<file path="src/rtl/traffic_light_monitor.sv">
// traffic_light_monitor: passive checker that rebuilds the controller phase
// sequence from the light patterns and flags encoding/order/timing/car violations.
`default_nettype none

module traffic_light_monitor #(
    parameter int GREEN_MIN    = 80,
    parameter int LR_GREEN_LEN = 80,
    parameter int YELLOW_LEN   = 20,
    parameter int ALLRED_LEN   = 1,
    parameter int STARVE_LIMIT = 100
) (
    input  logic       clk,
    input  logic       rst_n,
    input  logic [2:0] hw_light,
    input  logic [2:0] lr_light,
    input  logic       lr_has_car,
    output logic [2:0] phase,
    output logic       err,
    output logic [2:0] err_code,
    output logic       err_pulse,
    output logic [7:0] err_count
);

    localparam logic [2:0] c_ph_idle = 3'd0;
    localparam logic [2:0] c_ph_hwg  = 3'd1;
    localparam logic [2:0] c_ph_hwy  = 3'd2;
    localparam logic [2:0] c_ph_red1 = 3'd3;
    localparam logic [2:0] c_ph_lrg  = 3'd4;
    localparam logic [2:0] c_ph_lry  = 3'd5;
    localparam logic [2:0] c_ph_red2 = 3'd6;

    localparam logic [2:0] c_pat_hwg  = 3'd0;
    localparam logic [2:0] c_pat_hwy  = 3'd1;
    localparam logic [2:0] c_pat_red  = 3'd2;
    localparam logic [2:0] c_pat_lrg  = 3'd3;
    localparam logic [2:0] c_pat_lry  = 3'd4;
    localparam logic [2:0] c_pat_bad  = 3'd5;
    localparam logic [2:0] c_pat_none = 3'd6;

    localparam logic [2:0] c_code_none   = 3'd0;
    localparam logic [2:0] c_code_enc    = 3'd1;
    localparam logic [2:0] c_code_seq    = 3'd2;
    localparam logic [2:0] c_code_timing = 3'd3;
    localparam logic [2:0] c_code_nocar  = 3'd4;
    localparam logic [2:0] c_code_starve = 3'd5;

    localparam logic [2:0] c_red   = 3'b001;
    localparam logic [2:0] c_yel   = 3'b010;
    localparam logic [2:0] c_green = 3'b100;

    localparam logic [7:0] c_green_min = 8'(GREEN_MIN);
    localparam logic [7:0] c_lr_green  = 8'(LR_GREEN_LEN);
    localparam logic [7:0] c_yellow    = 8'(YELLOW_LEN);
    localparam logic [7:0] c_allred    = 8'(ALLRED_LEN);
    localparam logic [7:0] c_starve    = 8'(STARVE_LIMIT);

    logic [2:0] r_phase;
    logic [2:0] r_pat;
    logic [7:0] r_run;
    logic       r_car_d;
    logic       r_free_green;

    logic       w_enc_err;
    logic [2:0] w_pat;
    logic       w_changed;
    logic [7:0] w_run_next;
    logic [2:0] w_succ_pat;
    logic [2:0] w_succ_phase;
    logic [2:0] w_phase_next;
    logic       w_seq_err;
    logic       w_leaving;
    logic       w_len_ok;
    logic       w_tim_err;
    logic       w_nocar_err;
    logic       w_starve_err;
    logic       w_any_err;
    logic [2:0] w_code;

    // Pattern decode: anything not one-hot, or with no red side, is an encoding fault.
    always_comb begin
        w_enc_err = !$onehot(hw_light) || !$onehot(lr_light) ||
                    ((hw_light != c_red) && (lr_light != c_red));
        w_pat = c_pat_bad;
        if (!w_enc_err) begin
            if (lr_light == c_red) begin
                case (hw_light)
                    c_green: w_pat = c_pat_hwg;
                    c_yel:   w_pat = c_pat_hwy;
                    default: w_pat = c_pat_red;
                endcase
            end else begin
                w_pat = (lr_light == c_green) ? c_pat_lrg : c_pat_lry;
            end
        end
    end

    assign w_changed  = (w_pat != r_pat);
    assign w_run_next = w_changed ? 8'd1 : ((r_run == 8'hFF) ? 8'hFF : r_run + 8'd1);

    always_comb begin
        w_succ_pat   = c_pat_hwg;
        w_succ_phase = c_ph_hwg;
        case (r_phase)
            c_ph_hwg:  begin w_succ_pat = c_pat_hwy; w_succ_phase = c_ph_hwy;  end
            c_ph_hwy:  begin w_succ_pat = c_pat_red; w_succ_phase = c_ph_red1; end
            c_ph_red1: begin w_succ_pat = c_pat_lrg; w_succ_phase = c_ph_lrg;  end
            c_ph_lrg:  begin w_succ_pat = c_pat_lry; w_succ_phase = c_ph_lry;  end
            c_ph_lry:  begin w_succ_pat = c_pat_red; w_succ_phase = c_ph_red2; end
            default:   begin w_succ_pat = c_pat_hwg; w_succ_phase = c_ph_hwg;  end
        endcase
    end

    // State register
    always_ff @(posedge clk or negedge rst_n) begin
        if (!rst_n) begin
            r_phase      <= c_ph_idle;
            r_pat        <= c_pat_none;
            r_run        <= 8'd0;
            r_car_d      <= 1'b0;
            r_free_green <= 1'b0;
        end else begin
            r_phase <= w_phase_next;
            r_pat   <= w_pat;
            r_run   <= w_run_next;
            r_car_d <= lr_has_car;
            // The first green after resync has an unknown start, so its length is not judged.
            if (r_phase == c_ph_idle && w_phase_next == c_ph_hwg) begin
                r_free_green <= 1'b1;
            end else if (w_leaving && r_phase == c_ph_red2) begin
                r_free_green <= 1'b0;
            end
        end
    end

    // Next-state logic
    always_comb begin
        w_phase_next = r_phase;
        w_seq_err    = 1'b0;
        w_leaving    = 1'b0;
        if (r_phase == c_ph_idle) begin
            if (w_pat == c_pat_hwg) begin
                w_phase_next = c_ph_hwg;
            end
        end else if (w_enc_err) begin
            w_phase_next = c_ph_idle;
        end else if (w_changed) begin
            if (w_pat == w_succ_pat) begin
                w_phase_next = w_succ_phase;
                w_leaving    = 1'b1;
            end else begin
                w_seq_err    = 1'b1;
                w_phase_next = c_ph_idle;
            end
        end
    end

    // Violation detection and priority encode
    always_comb begin
        case (r_phase)
            c_ph_hwg:            w_len_ok = r_free_green || (r_run >= c_green_min);
            c_ph_hwy, c_ph_lry:  w_len_ok = (r_run == c_yellow);
            c_ph_red1, c_ph_red2: w_len_ok = (r_run == c_allred);
            c_ph_lrg:            w_len_ok = (r_run == c_lr_green);
            default:             w_len_ok = 1'b1;
        endcase
        w_tim_err    = w_leaving && !w_len_ok;
        w_nocar_err  = w_leaving && (r_phase == c_ph_hwg) && !r_car_d;
        w_starve_err = (r_phase == c_ph_hwg) && !w_enc_err && !w_changed &&
                       lr_has_car && (w_run_next == c_starve);
        w_any_err    = w_enc_err || w_seq_err || w_tim_err || w_nocar_err || w_starve_err;
        if (w_enc_err)         w_code = c_code_enc;
        else if (w_seq_err)    w_code = c_code_seq;
        else if (w_tim_err)    w_code = c_code_timing;
        else if (w_nocar_err)  w_code = c_code_nocar;
        else if (w_starve_err) w_code = c_code_starve;
        else                   w_code = c_code_none;
    end

    always_ff @(posedge clk or negedge rst_n) begin
        if (!rst_n) begin
            err       <= 1'b0;
            err_code  <= c_code_none;
            err_pulse <= 1'b0;
            err_count <= 8'd0;
        end else begin
            err_pulse <= w_any_err;
            if (w_any_err) begin
                if (err_count != 8'hFF) begin
                    err_count <= err_count + 8'd1;
                end
                if (!err) begin
                    err      <= 1'b1;
                    err_code <= w_code;
                end
            end
        end
    end

    assign phase = r_phase;

endmodule

`default_nettype wire

</file>
<file path="config.mk">
export PLATFORM = sky130hd
export DESIGN_NAME = traffic_light_monitor
export DESIGN_NICKNAME = d
export VERILOG_FILES = /design/src/rtl/traffic_light_monitor.sv
export SDC_FILE = /design/constraint.sdc
export NUM_CORES = 1
export LEC_CHECK = 0
export ABC_AREA = 1
export CAP_MARGIN = 20
export CORE_MARGIN = 8
export CORE_UTILIZATION = 48
export CTS_CLUSTER_DIAMETER = 100
export CTS_CLUSTER_SIZE = 12
export DETAILED_ROUTE_END_ITERATION = 10
export PLACE_DENSITY_LB_ADDON = 0.15
export SLEW_MARGIN = 15
export SYNTH_ARGS = -nofsm -noshare
export SYNTH_HDL_FRONTEND = slang
export SYNTH_SLANG_ARGS = --single-unit
</file>
<file path="constraint.sdc">
create_clock -name clk -period 2.5 [get_ports clk]
set_clock_uncertainty 0.15 [all_clocks]
set_input_delay 0.5 -clock clk [delete_from_list [all_inputs] [get_ports clk]]
set_output_delay 0.5 -clock clk [all_outputs]
set_load 0.01 [all_outputs]
</file>
Word level (Yosys, flattened, before mapping)

Cells that the tools add are included.
Widths: inputs -> output; s select.

Flip-flop bits (word level): 29
Input port bits: 9
Output and inout port bits: 16
Word-level logic and storage cells: 99

Magnitude comparators: 1
Reductions and logical operators: 30
Eq/ne operators: 23
Add/subtract/negate cells: 6
Bitwise logic cells: 1
Mux-type cells: 29

Operators by type and width:

| operator            | count |
|---|---|
| $mux 3              | 13 |
| $add 8x1->8 const B | 2 |
| $eq 8x7->1 const B  | 2 |
| $mux 8              | 2 |
| $eq 3x3->1 const B  | 5 |
| $pmux 3 s5          | 1 |
| $pmux 3 s4          | 1 |
| $logic_and 1x1->1   | 10 |
| $mux 1              | 10 |
| $eq 3x1->1 const B  | 3 |
| $eq 3x2->1 const B  | 3 |
| $eq 8x1->1 const B  | 1 |
| $eq 8x5->1 const B  | 1 |
| $eq 8x8->1 const B  | 1 |
| $ge 8x7->1 const B  | 1 |
| $ne 8x8->1 const B  | 1 |
| $logic_or 1x1->1    | 7 |
| $logic_not 1->1     | 6 |
| $logic_not 3->1     | 2 |
| $ne 3x1->1 const B  | 2 |
| $add 1x1->2         | 2 |
| $add 2x1->2         | 2 |
| $eq 2x1->1 const B  | 2 |
| $pmux 1 s4          | 1 |
| 7 further kinds     | 9 |

Logic depth before layout (Yosys ltp)

Gate-level depths: netlist (run 1).

Word-level depth: 18
Gate-level depth with buffers: 20
Gate-level depth less buffers: 20

Least setup slack after synthesis (run 1)

Ideal clock, no wire load.

Kind: input to register
Start point: in hw_light[0]
End point: reg err_count[0]
Slack: -0.180 ns
Buffers on the path: 1
Stages on the path: 17
Arrival: 2.411 ns
Cell sequence: fa_1 -> inv_1 -> nor2_1 -> nand2_1 -> clkinv_1 -> nand2_4 -> nor2_4 -> nand2_1 -> nand2_2 -> nand2_2 -> nor2_4 -> o21ai_1 -> nand3_2 -> nand3_4 -> buf_6 -> nand3b_1 -> nand2_1

Word-level cells in the longest chain between the ends: 17

RTL lines:

| element                                               | RTL line | text |
|---|---|---|
| from (decl)                                           | 14       | `input logic [2:0] hw_light,` |
| $add 1x1->2 (not written as such)                     | 81       | `w_enc_err = !$onehot(hw_light) \|\| !$onehot(lr_light) \|\|` |
| $add 2x1->2 (not written as such)                     | 81       |  |
| $eq 2x1->1                                            | 81       |  |
| $logic_not 1->1                                       | 81       |  |
| $logic_or 1x1->1 (2 in a row)                         | 81       |  |
| $mux 3                                                | 84       | `if (!w_enc_err) begin` |
| $eq 3x3->1                                            | 147      | `if (w_pat == w_succ_pat) begin` |
| $mux 1                                                | 147      |  |
| $mux 1                                                | 146      | `end else if (w_changed) begin` |
| $mux 1                                                | 144      | `end else if (w_enc_err) begin` |
| $mux 1                                                | 140      | `if (r_phase == c_ph_idle) begin` |
| $logic_or 1x1->1, or another cell as far along        | 170      | `w_any_err = w_enc_err \|\| w_seq_err \|\| w_tim_err \|\| w_nocar_err \|\| w_starve_err;` |
| $logic_or 1x1->1 or $logic_and 1x1->1 (tied branches) | 170, 167 |  |
| $logic_or 1x1->1                                      | 170      |  |
| $logic_or 1x1->1 *                                    | 170      |  |
| net w_any_err                                         | 76       | `logic w_any_err;` |
| $reduce_and 2->1 (no source line) *                   | --       |  |
| to (signal assigned)                                  | 189      | `err_count <= err_count + 8'd1;` |
| to (decl)                                             | 21       | `output logic [7:0] err_count` |

Mark *: on every way through the listed nets, which the timed path passes. The rest lies on a longest branch.
A chain may end at the register's enable or synchronous reset.

Worst setup path in the final report (run 1)

Start point: in hw_light[2]
End point: reg err_count[6]

Word-level cells in the longest chain between the ends: 16

RTL lines:

| element                                               | RTL line |
|---|---|
| $add 2x1->2 (not written as such)                     | 81 |
| $eq 2x1->1                                            | 81 |
| $logic_not 1->1                                       | 81 |
| $logic_or 1x1->1 (2 in a row)                         | 81 |
| $mux 3                                                | 84 |
| $eq 3x3->1                                            | 147 |
| $mux 1                                                | 147 |
| $mux 1                                                | 146 |
| $mux 1                                                | 144 |
| $mux 1                                                | 140 |
| $logic_or 1x1->1, or another cell as far along        | 170 |
| $logic_or 1x1->1 or $logic_and 1x1->1 (tied branches) | 170, 167 |
| $logic_or 1x1->1                                      | 170 |
| $logic_or 1x1->1 *                                    | 170 |
| $reduce_and 2->1 (no source line) *                   | -- |

Every way passes the cells marked *; elsewhere a longest branch is shown, timed or not.

==> results of run 1 <==
==> cell families after synthesis <==
| logic type | after synthesis | synth area share (%) |
|---|---|---|
| simple gates | 181 | 43.3 |
| fa+ha+maj | 5 | 3.68 |
| xor+xnor | 7 | 2.90 |
| flops | 29 | 34.5 |
| compound gates | 21 | 6.16 |
| buf+inv | 51 | 9.48 |
==> power by group through the flow <==
| stage | registers [uW] | clock network, uW | logic (uW) |
|---|---|---|---|
| final | 740 | 515 | 910 |
| after global routing | 764 | 547 | 1030 |
| after detailed placement | 737 | 0 | 825 |
| after CTS | 730 | 521 | 879 |
| after floorplan | 732 | 0 | 484 |
| after global placement | 734 | 0 | 809 |
==> cells in the mapped netlist, drive strengths merged <==
cell	count
a21oi	7
a31oi	1
buf	2
clkinv	2
dfrtp	27
dfstp	2
fa	2
ha	3
inv	47
nand2	90
nand3	38
nand3b	4
nand4	8
nor2	39
nor3	1
o21ai	10
o311ai	1
o31ai	2
or2	1
xnor2	2
xor2	5
==> layer usage <==
layer | routed length (um) | track usage, % | vias to the layer above
met2 | 2710 | 30.2 | 38
met5 | 0 | 0 | -
met3 | 214 | 3.79 | 5
li1 | - | - | 1078
met4 | 85 | 7.19 | 0
met1 | 2350 | 20.8 | 1006
==> state kept, by name, indices dropped and copies added, names as in the netlist <==
signal / flops
r_pat: 3
err_count: 8
r_run: 8
err: 1
phase: 3
err_pulse: 1
r_free_green: 1
r_car_d: 1
err_code: 3
==> per-stage QoR <==
step / cells / power (uW)
2_1_floorplan: 294 / 1220
3_3_place_gp: 399 / 1540
3_5_place_dp: 399 / 1560
4_1_cts: 418 / 2130
5_1_grt: 420 / 2340
6_report: 420 / 2170
==> worst max-delay path, cell delays in order <==
cell      delay, ns
buf_6          0.10
fa_1           0.52
inv_1          0.04
nor2_1         0.10
nand2_2        0.09
a21oi_4        0.21
buf_6          0.13
nand3b_1       0.08
nand2_1        0.09
nand2_2        0.07
nor2_4         0.14
a21oi_4        0.08
nor2_4         0.12
nand3_4        0.17
buf_12         0.19
nand3_2        0.05
nand2_1        0.07
==> final cells by class <==
class,count,area (um^2)
multi-input combinational,214,1320
fill,375,1280
sequential,29,728
timing repair buffer,68,594
inverter,49,186
clock buffer,7,86.3
tap,52,65.1
clock inverter,1,30.0
==> worst min path at each step <==
stage                                 start                       to  depth (start not counted)
global placement    err_code[1]$_DFFE_PN0P_  err_code[1]$_DFFE_PN0P_                          2
global route        err_code[0]$_DFFE_PN0P_  err_code[0]$_DFFE_PN0P_                          2
floorplan                             rst_n          err$_DFFE_PN0P_                          0
finish              err_code[1]$_DFFE_PN0P_  err_code[1]$_DFFE_PN0P_                          2
CTS                 err_code[1]$_DFFE_PN0P_  err_code[1]$_DFFE_PN0P_                          2
detailed placement  err_code[1]$_DFFE_PN0P_  err_code[1]$_DFFE_PN0P_                          2
==> what timing repair did <==
item                                    4_1_cts  5_1_grt
buffers inserted                             11        3
hold buffers                                  0        0
pin swaps                                    23       24
endpoints found under the setup margin       25       18
endpoints found under the hold margin         0        0
resized for setup                            38       29
cloned                                        0        0
==> results by group, run 1 <==
Status
  • Status: finished, violations left
  • Failing checks: setup timing

Power
  • Cell Int Power: roughly 1400 uW
  • Maximum VDD drop: 332 uV
  • Switch Pwr: roughly 800 uW
  • Clock power frac: a little under a quarter
  • Leakage: around 0.0016 uW
  • Sw Ratio: between 30% and 40%
  • Cell Pwr Density: 719 nW/um^2
  • Combinational group share of total power: 42.0%
  • Reg power frac: between 30% and 40%

Synthesis
  • Synth Register Bits: 29
  • Synthesized area: 2110 um^2
  • Gate count after technology mapping: 294
  • Mean Syn Cell Area: 7.18 um^2
  • Post-synth cell types: 32
  • Number of synthesis warnings: 0
  • Top-area cell type share of the netlist area: 32.0%
  • Mapped Nets: between 300 and 400
  • Sequential area share after synthesis: ~34%
  • Area contributors post-synth: dfrtp_1 32%, nand2_1 14%, nand3_1 7.1%
  • Synth area leader: dfrtp_1

STA
  • Relative slew slack: approximately 57%
  • Fmax: between 300 and 400 MHz
  • RSZ-0062 raised after global routing: yes
  • Final setup vio count: 12
  • Final Max Slew Viols: 0
  • Worst hold slack: roughly 0.34 ns
  • Fin Setup TNS: -2.22 ns
  • Final worst-path setup slack: -0.232 ns
  • Final Hold Violating Endpoints: 0
  • Fin crit share: 109%
  • Fin crit period: 2.73 ns
  • Worst Tran Pin Value: approximately 0.64 ns

Placement
  • PortBufs: 24
  • Detailed Place HPWL: roughly 3.9 mm
  • Place WS: -0.886 ns
  • GP Congestion: around 0.84
  • DP Area: approximately 2700 um^2

GRT
  • Initial antenna violation count: 0
  • Largest net degree at the start of global routing: 30
  • GR Overflow Total: 0
  • GRT Total Usage: between 10% and 20%
  • First-pass GRT wire length: 9.30 mm
  • Number of global-route vias before repair: approximately 2100

Finish
  • Most frequent cells in the layout: 64 x nand2_1, 38 x inv_1, 36 x buf_4, 29 x nor2_1, 27 x dfrtp_1
  • Area Overhead vs Synth: 42.7%
  • Commonest non-fill, non-tap cell in the layout: nand2_1
  • ANT cells: 0
  • Nets: 381
  • Layout cells sized above 1: 34.8%
  • Final Cell Area: roughly 3000 um^2
  • Fin util: 70.1%

Clocking
  • Clk buf depth: 2
  • Clk_lat worst skew: 0.29 ns
  • Cts bufs inserted: 5
  • Num Clock Sinks: 29
  • Max H-tree Level: 2
  • Clk pin slew, worst setup/hold paths: around 0.07 ns
  • Root Buffer: clkbuf_8
  • CTS tree: built

Die
  • Die Height: 82.3 um
  • Top Ports: 25
  • Cell Rows: 24
  • Initial Utilization: about 50%
  • Core ar.: between 4000 and 5000 um^2
  • DIE WIDTH: a little over 80 um
  • Die area: between 6000 and 7000 um^2

Detailed routing
  • # DRC: 0
  • Drt first pass iters: 4
  • Total number of vias: around 2100
  • 1st-iter DRT viols: ~110
  • DRT antenna net count: 0
  • Post-Route WL: between 5 and 6 mm
  • Vias per cell: 5.06
  • Drt wl/cell: approximately 13 um

Worst setup path
  • Crit. End Element: register
  • WS Path Type: input pin to register
  • End of the critical path: err_count[6]$_DFFE_PN0P_
  • Worst R2R Start: r_run[0]$_DFF_PN0_
  • Worst flop-to-flop path endpoint: err_count[6]$_DFFE_PN0P_
  • FF-to-FF path depth: 15
  • Worst EP required: 2.52 ns
  • CP Data Arrival Time: between 2 and 3 ns
  • FF-to-FF setup slack: 0.01 ns
  • Setup crit start kind: input pin
  • Critical path origin: hw_light[2]
  • Crit-path max FO: 7

Worst hold path
  • Worst min path class: register to register

Flow run
  • Total of max-cap violations: 0
(Power assumes the default switching activity.)
==> run 2: changes to the inputs <==
--- a/config.mk
+++ b/config.mk
@@ -13,7 +13,7 @@
 export CTS_CLUSTER_SIZE = 12
 export DETAILED_ROUTE_END_ITERATION = 10
 export PLACE_DENSITY_LB_ADDON = 0.15
-export SLEW_MARGIN = 15
+export SLEW_MARGIN = 20
 export SYNTH_ARGS = -nofsm -noshare
 export SYNTH_HDL_FRONTEND = slang
 export SYNTH_SLANG_ARGS = --single-unit
==> results of run 2 <==
No change in the layout: final DEF, timing and power equal those of run 1.
==> run 3: changes to the inputs <==
--- a/config.mk
+++ b/config.mk
@@ -12,7 +12,7 @@
 export CTS_CLUSTER_DIAMETER = 100
 export CTS_CLUSTER_SIZE = 12
 export DETAILED_ROUTE_END_ITERATION = 10
-export PLACE_DENSITY_LB_ADDON = 0.15
+export PLACE_DENSITY = 0.77
 export SLEW_MARGIN = 20
 export SYNTH_ARGS = -nofsm -noshare
 export SYNTH_HDL_FRONTEND = slang
==> run 3 against run 2 <==
Net effect: the run still ends with setup timing left; sequential power about the same; flip-flop and latch count unchanged; clock-buffer cell count decreased by 2; die area unchanged; fmax decreased by 2.6%; final cell count decreased by 0.24%; first-iteration DRC count increased by 11%; via count increased by 4.0%; clock power increased by 15%; non-clock buffer count decreased by 2; highest routed layer unchanged.
==> results by group, run 3 (synthesis gave the netlist of run 1 again) <==
Status
  • Status: finished, violations left
  • Failing checks: setup timing

Finish
  • Most frequent cells in the layout: 62 x nand2_1, 39 x inv_1, 38 x buf_4, 28 x nor2_1, 27 x dfrtp_1
  • Commonest non-fill, non-tap cell in the layout: nand2_1
  • Area Overhead vs Synth: 43.0%
  • Largest regs: err_count x8, r_run x8
  • ANT cells: 0 (unchanged)
  • Count of non-filler cells in the finished layout: 419 (-0.24%)
  • Nets: 380 (-0.26%)
  • Layout cells sized above 1: 33.8% (-1.0 points)

Die
  • Initial Utilization: 49.2% (unchanged)
  • Top Ports: 25 (unchanged)
  • Die Height: 82.3 um (unchanged)
  • Die area: 6780 um^2 (unchanged)
  • DIE WIDTH: 82.3 um (unchanged)
  • Cell Rows: 24 (unchanged)
  • Core ar.: 4290 um^2 (unchanged)

Detailed routing
  • DRT antenna net count: 0 (unchanged)
  • Vias per cell: 5.28 (+4.2%)
  • Drt wl/cell: 14.2 um (+11%)
  • Post-Route WL: 5.95 mm (+11%)
  • Drt first pass iters: 4 (unchanged)
  • # DRC: 0 (unchanged)
  • Total number of vias: 2212 (+4.0%)
  • 1st-iter DRT viols: 117 (+11%)

Clocking
  • Cts bufs inserted: 5 (unchanged)
  • Clk_lat worst skew: 0.29 ns (about the same)
  • Clk pin slew, worst setup/hold paths: 0.07 ns (about the same)
  • Max H-tree Level: 2 (unchanged)
  • Root Buffer: clkbuf_8
  • CTS tree: built
  • Clk buf depth: 2 (unchanged)
  • Num Clock Sinks: 29 (unchanged)

STA
  • Final Max Slew Viols: 0 (unchanged)
  • Fin Setup TNS: -3.50 ns (-1.28 ns)
  • Fin crit period: 2.81 ns (+0.0736 ns)
  • Final worst-path setup slack: -0.306 ns (-0.0736 ns)
  • Final Hold Violating Endpoints: 0 (unchanged)
  • Fmax: 356 MHz (-2.6%)
  • RSZ-0062 raised after global routing: yes
  • Relative slew slack: 67.5% (+10 points)
  • Worst Tran Pin Value: 0.487 ns (-0.156 ns)
  • Fin crit share: 112% (+2.9 points)
  • Worst hold slack: 0.365 ns (+0.0284 ns)
  • Final setup vio count: 17 (+5)

Worst setup path
  • Setup crit start kind: input pin
  • CP peak stage delay: 0.53 ns (about the same)
  • Most Frequent Cell on Critical Path: nand2_2
  • Crit. End Element: register
  • CP Data Arrival Time: 2.83 ns (+0.08 ns)
  • Chain of cells forming the critical path: buf_8 > fa_1 > inv_1 > nor2_2 > nand2_2 > a21oi_4 > nand3_4 > nand2_2 > nand2_2 > nor2_4 > inv_2 > nor2_4 > nand2_4 > nand3_4 > nand2_8 > nand2_2 > nand2_2
  • Crit-path max FO: 8 (+1)
  • Slowest stage cell on the critical path: fa_1
  • Worst EP required: 2.53 ns (about the same)
  • WS Path Type: input pin to register
  • FF-to-FF setup slack: 0.04 ns (+0.03 ns)

Power
  • Maximum VDD drop: 569 uV (+71%)
  • Cell Pwr Density: 743 nW/um^2 (+3.4%)
  • Leakage: 0.00157 uW (+0.36%)

GRT
  • First-pass GRT wire length: 9.50 mm (+2.2%)
  • Number of global-route vias before repair: 2157 (+2.3%)
  • Largest net degree at the start of global routing: 30 (unchanged)
  • Initial antenna violation count: 0 (unchanged)
  • GRT Total Usage: 18.0% (+0.35 points)
  • GR Overflow Total: 0 (unchanged)

Worst hold path
  • Worst min path class: register to register

Placement
  • Detailed Place HPWL: 4.05 mm (+3.2%)
  • PortBufs: 24 (unchanged)
  • GP Congestion: 0.846 (+0.63%)
  • Placed Cells: 399 (unchanged)
  • Place WS: -0.899 ns (-0.0122 ns)

Flow run
  • Total of max-cap violations: 0 (unchanged)
-- run 3: changes by cell type in the layout (fill, tap and decap cells not counted), moves of 2 or more --
cell and change:
nand2_1 -2, o21ai_0 +3, buf_4 +2, buf_12 -2
nand3_4 +3, buf_6 -3, nand3_1 +4, nand2_4 +3
o21ai_1 -2, nand3_2 -6
-- run 3: stage by stage --
step                      cell area (um^2)  total power (uW)  utilization [%]
final                                 3020              2240             70.3
after global routing                  3020              2400             70.3
after CTS                             2860              2170             66.6
after detailed placement              2650              1570             61.7
after global placement                2650              1560             61.7
after floorplan                       2130              1220                -
-- run 3: path summary, 6_finish.rpt --
| kind | start | end | cells after the start |
|---|---|---|---|
| max | hw_light[0] | err_count[1]$_DFFE_PN0P_ | 17 |
| min | err_code[1]$_DFFE_PN0P_ | err_code[1]$_DFFE_PN0P_ | 2 |
| max reg2reg | r_run[0]$_DFF_PN0_ | err_count[1]$_DFFE_PN0P_ | 16 |
| min reg2reg | err_code[1]$_DFFE_PN0P_ | err_code[1]$_DFFE_PN0P_ | 2 |
| max in group asynchronous | rst_n | r_pat[1]$_DFF_PN1_ | 2 |
| min in group asynchronous | rst_n | r_run[5]$_DFF_PN0_ | 2 |
-- run 3: what timing repair did --
item	in CTS	in global routing
setup buffers	5	7
hold buffers	0	0
hold endpoints to repair	0	0
pin swaps	18	21
gates resized for setup	33	32
setup endpoints to repair	25	17
gates cloned	1	0
-- run 3: critical path, delay by kind of cell --
family,cells,cell delay (ns)
simple gates,12,1.30
fa+ha+maj,1,0.53
compound gates,1,0.26
buf+inv,3,0.23
-- run 3: layout make-up --
type	count	area, um^2
Clock buffer	5	68.8
Timing Repair Buffer	66	551
Multi-Input combinational cell	215	1360
Fill cell	340	1270
Sequential cell	29	728
Clock inverter	3	65.1
Tap cell	52	65.1
Inverter	49	185
-- run 3: power by group --
part	internal (uW)	leakage, uW	switching, uW	total, uW
combinational	428	0.00115	485	914
clock	396	0.0000681	196	592
sequential	591	0.000354	147	738
total	1410	0.00157	829	2240
-- run 3: layer usage --
metal	vias up	share of wire, %	GRT usage (%)
met1	1041	43	22.9
met3	16	5.5	3.68
met5	-	0	0
met2	74	50	30.0
met4	0	2.2	5.09
li1	1081	-	-
